--- src/rtl/player_cmd_arbiter.sv ---
// Player command arbiter: queues damage/heal events in a 4-deep FIFO and
// issues one player instruction at a time, with FIFO events beating movement.
module player_cmd_arbiter #(
    parameter int unsigned MOVE_GAP = 4,
    parameter logic [7:0]  HEAL_AMT = 8'h0A
) (
    input  logic        clk,
    input  logic        rst_n,
    input  logic        dmg_req,
    input  logic [7:0]  dmg_amt,
    input  logic        heal_req,
    input  logic        move_req,
    input  logic [1:0]  move_dir,
    output logic [15:0] cmd,
    output logic        cmd_valid,
    input  logic        cmd_ready,
    output logic        evt_full,
    output logic        evt_drop
);
    localparam logic [3:0] OP_HPY = 4'h1;
    localparam logic [3:0] OP_DPY = 4'h2;
    localparam logic [3:0] OP_MOV = 4'h5;

    typedef enum logic {IDLE, ISSUE} state_t;

    state_t     state;
    logic [8:0] fifo [4];
    logic [1:0] rd_ptr, wr_ptr;
    logic [2:0] count;
    logic [7:0] cooldown;
    logic       from_fifo;

    logic       pop, wr0, wr1, move_go, drop;
    logic [2:0] cnt_p, cnt_w0, count_nxt;
    logic [8:0] head;

    // Pop frees its slot before the writes are counted; damage claims a slot before heal.
    always_comb begin
        pop       = (state == ISSUE) && cmd_ready && from_fifo;
        cnt_p     = count - 3'(pop);
        wr0       = dmg_req && (cnt_p < 3'd4);
        cnt_w0    = cnt_p + 3'(wr0);
        wr1       = heal_req && (cnt_w0 < 3'd4);
        count_nxt = cnt_w0 + 3'(wr1);
        drop      = (dmg_req && !wr0) || (heal_req && !wr1);
        move_go   = (state == IDLE) && (count == 3'd0) && move_req && (cooldown == 8'd0);
        head      = fifo[rd_ptr];
    end

    always_ff @(posedge clk) begin
        if (wr0) fifo[wr_ptr] <= {1'b0, dmg_amt};
        if (wr1) fifo[wr_ptr + 2'(wr0)] <= {1'b1, HEAL_AMT};
    end

    always_ff @(posedge clk) begin
        if (!rst_n) begin
            state     <= IDLE;
            rd_ptr    <= '0;
            wr_ptr    <= '0;
            count     <= '0;
            cooldown  <= '0;
            from_fifo <= 1'b0;
            cmd       <= '0;
            cmd_valid <= 1'b0;
            evt_full  <= 1'b0;
            evt_drop  <= 1'b0;
        end else begin
            rd_ptr   <= rd_ptr + 2'(pop);
            wr_ptr   <= wr_ptr + 2'(wr0) + 2'(wr1);
            count    <= count_nxt;
            evt_full <= (count_nxt == 3'd4);
            evt_drop <= drop;

            if (move_go)
                cooldown <= 8'(MOVE_GAP - 1);
            else if (cooldown != 8'd0)
                cooldown <= cooldown - 8'd1;

            case (state)
                IDLE: begin
                    if (count != 3'd0) begin
                        cmd       <= head[8] ? {OP_HPY, HEAL_AMT, 4'h0} : {OP_DPY, head[7:0], 4'h0};
                        cmd_valid <= 1'b1;
                        from_fifo <= 1'b1;
                        state     <= ISSUE;
                    end else if (move_go) begin
                        cmd       <= {OP_MOV, 6'b0, move_dir, 4'h0};
                        cmd_valid <= 1'b1;
                        from_fifo <= 1'b0;
                        state     <= ISSUE;
                    end
                end
                ISSUE: begin
                    if (cmd_ready) begin
                        cmd       <= '0;
                        cmd_valid <= 1'b0;
                        state     <= IDLE;
                    end
                end
                default: state <= IDLE;
            endcase
        end
    end
endmodule

--- config.mk ---
export PLATFORM = sky130hd
export DESIGN_NAME = player_cmd_arbiter
export DESIGN_NICKNAME = d
export VERILOG_FILES = /design/src/rtl/player_cmd_arbiter.sv
export SDC_FILE = /design/constraint.sdc
export NUM_CORES = 1
export LEC_CHECK = 0
export ABC_CLOCK_PERIOD_IN_PS = 4700
export CAP_MARGIN = 5
export CORE_ASPECT_RATIO = 2
export CORE_UTILIZATION = 55
export CTS_CLUSTER_DIAMETER = 30
export DETAILED_ROUTE_END_ITERATION = 10
export PLACE_DENSITY = 0.78
export REMOVE_ABC_BUFFERS = 1
export SYNTH_ARGS = -nofsm -noshare
export SYNTH_HDL_FRONTEND = slang
export SYNTH_SLANG_ARGS = --single-unit
--- constraint.sdc ---
create_clock -name clk -period 4.7 [get_ports clk]
set_clock_uncertainty 0.05 [all_clocks]
set_input_delay 1.41 -clock clk [delete_from_list [all_inputs] [get_ports clk]]
set_output_delay 1.41 -clock clk [all_outputs]
set_load 0.01 [all_outputs]
==> results_dict.tcl <==
set metrics [dict create \
    synthesis_to_layout_area_growth_pct 17.1 \
    vias 2243 \
    finalSetupViolCount 0 \
    start_kind "input port" \
    design.core.area_sq_um 5370 \
    cts_resized 0 \
    fillers 444 \
    yosys.area_share.simple_pct 16.2 \
    hp-class "flip-flop to flip-flop" \
    r2r.worst_path.cells 13 \
    adder_and_majority_gate_portion_of_the_synthesized_area_pct 4.12 \
    setup_tns_ns 0 \
    report.final.hold_viol_count 0 \
    ys_warn_count 0 \
    routed_wl_microns 6280 \
    route.detailed.wl_per_inst_microns 16.0 \
    synthCells 293 \
    fmax_mhz 235 \
    initialDrtViolationCount 39 \
    die_height_microns 107 \
    route.detailed.vias_per_inst 5.72 \
    postLayoutCoreUtil_pct 66.2 \
    clk_latency_ns 0.35 \
    num_io_pins 35 \
    rsz0062_at_grt "false" \
    synth_ff_type "sky130_fd_sc_hd__dfxtp_1" \
    timing_worst_setup_path_type "input port to flip-flop" \
    synthesis.area_sq_um 3040 \
    share_of_final_layout_standard_cells_stronger_than_drive_strength_1_pct 12.7 \
    overflow 0 \
    post_synth_mux_area_share_pct 14.2 \
    outcome "completed" \
    count_of_input_and_output_buffers 29 \
    antenna_violations_before_repair 0 \
    setup_buffers_after_cts 0 \
    die_w_microns 54.5 \
    power.density_nw_per_um2 683 \
    final.hold.worst_slack_ns 0.411 \
    num-nets-final 354 \
    critical_path_required_ns 4.90 \
    most_common_cell_after_layout_fill_and_taps_aside "sky130_fd_sc_hd__dfxtp_1" \
    syn_avg_cell_area_sq_um 10.4 \
    crit_fanout 4 \
    row_cnt 38 \
    slew_at_the_pin_closest_to_its_max_slew_limit_ns 0.934 \
    worst_setup_hold_path_clk_slew_ns 0.07 \
    grt_first_pass_wirelength_microns 9990 \
    tritoncts.num_buffers 9 \
    period_utilisation_layout_pct 90.4 \
    report.power.total_mw 2.43 \
    p_leak_nw 1.60 \
    synth_largest_type_area_fraction_pct 44.2 \
    synth_xor_xnor_area_share_pct 3.30 \
    drt_first_pass_iters 4 \
    post_synth_num_cell_types 55 \
    cts_hold_buf 0 \
    yosys_top_cell_by_area "sky130_fd_sc_hd__dfxtp_1" \
    clock_tree.root_cell "sky130_fd_sc_hd__clkbuf_8" \
    remaining_drc_errors 0 \
    dpl.hpwl_microns 4530 \
    track_usage_pct 24.7 \
    maxcap_violations 0 \
    synth_compound_gate_area_share_pct 12.6 \
    synth_edf_count 0 \
    grt_max_degree 19 \
    tritoncts_num_sinks 67 \
    maxSlewViolCount 0 \
    first_global_vias 2195 \
    synth_top_family_by_area "simple AND/OR/NAND/NOR gates" \
    max_h_tree_level 3 \
    final_period_minus_worst_setup_slack_ns 4.25 \
    post_synth_main_area_contributors "sky130_fd_sc_hd__dfxtp_1, sky130_fd_sc_hd__mux2i_1, sky130_fd_sc_hd__mux4_2, sky130_fd_sc_hd__nor2_1, sky130_fd_sc_hd__ha_1" \
    ant_nets 0 \
    area_of_the_die_sq_um 5840 \
    worst_case_clock_buffer_depth 2 \
    async_flop_share_pct 0 \
    postSynthRegisterBits 67 \
    whs_path_depth 1 \
    ant_diodes 0 \
    initial_utilization_pct 56.5 \
    gpl.final_weighted_congestion 0.848 \
    regToRegSetupSlack_ns 1.44 \
    layout.cells.most_common_list "sky130_fd_sc_hd__dfxtp_1, sky130_fd_sc_hd__nor2_1, sky130_fd_sc_hd__clkdlybuf4s50_1" \
    max_slew_margin_pct 37.2 \
    maximum_vdd_drop_uv 478 \
    tritoncts "done" \
    cp-end-kind "flip-flop" \
    synth-seq-area-share_pct 44.2 \
    critical_path_arrival_ns 4.45 \
]
[critical path, stage by stage]
cell,delay (ns)
sky130_fd_sc_hd__clkdlybuf4s50_1,0.46
sky130_fd_sc_hd__and3_1,0.23
sky130_fd_sc_hd__ha_1,0.18
sky130_fd_sc_hd__ha_1,0.22
sky130_fd_sc_hd__xnor2_2,0.18
sky130_fd_sc_hd__and2_1,0.19
sky130_fd_sc_hd__ha_1,0.16
sky130_fd_sc_hd__ha_1,0.19
sky130_fd_sc_hd__xnor3_1,0.28
sky130_fd_sc_hd__nand2_2,0.13
sky130_fd_sc_hd__inv_2,0.06
sky130_fd_sc_hd__ha_1,0.19
sky130_fd_sc_hd__ha_1,0.28
sky130_fd_sc_hd__nor4_1,0.28
[power breakdown]
part	internal [mW]	switching, mW	total, mW	leakage, nW
clock network	0.254	0.216	0.470	0.102
registers	0.794	0.160	0.954	0.554
logic	0.497	0.508	1.01	0.948
[kinds of logic after synthesis]
kind of cell             Yosys count
AO/OA/AOI/OAI                     50
XOR/XNOR                           9
adder cells (fa/ha/maj)           10
buffers and inverters             31
flip-flops                        67
multiplexers                      33
other                              1
AND/OR/NAND/NOR                   92
[synth_stat cells (all sizes together) (7+ instances only)]
cell type  instances
a211o              8
a21oi             10
and2               7
buf               13
dfxtp             67
ha                10
inv               14
mux2i             25
mux4               8
nand2             13
nor2              40
o21ai              7
[flip-flops by register name, summed over array words and instances, names as in the netlist]
register and flops:
state 1, evt_drop 1, rd_ptr 2, wr_ptr 2
evt_full 1, count 3, cooldown 8, cmd 11
from_fifo 1, fifo 36, cmd_valid 1
[stage by stage]
step | setup slack, ns | area [sq um] | std cells
after detailed placement | 0.157 | 3360 | 377
after global routing | 0.250 | 3550 | 392
after global placement | 0.231 | 3360 | 377
after CTS | 0.503 | 3550 | 392
after floorplan | 0.734 | 2950 | 281
final | 0.452 | 3550 | 392
[cell type report]
type / count / area, sq um / share of cell area [%]
Clock inverter: 5 / 53.8 / 1.51
Multi-Input combinational cell: 199 / 1550 / 43.5
Tap cell: 60 / 75.1 / 2.11
Timing Repair Buffer: 36 / 343 / 9.64
Inverter: 15 / 56.3 / 1.58
Sequential cell: 67 / 1340 / 37.7
Clock buffer: 10 / 138 / 3.87
[routing by layer]
metal  up-vias  share of wire, %  global-route usage, %
met5         -                 0                      0
met4         0               1.8                   11.2
met3        10               3.0                   7.38
met2        40                56                   43.2
met1      1090                40                   25.3
li1       1103                 -                      -
[path summary, 6_finish.rpt]
| check | to | from |
|---|---|---|
| worst max-delay path | evt_full | cmd_ready |
| worst min-delay path | fifo[3][3] | fifo[3][3] |
| worst max register to register | evt_full | state |
| worst min register to register | fifo[3][3] | fifo[3][3] |
Power figures use the tool's default switching activity.
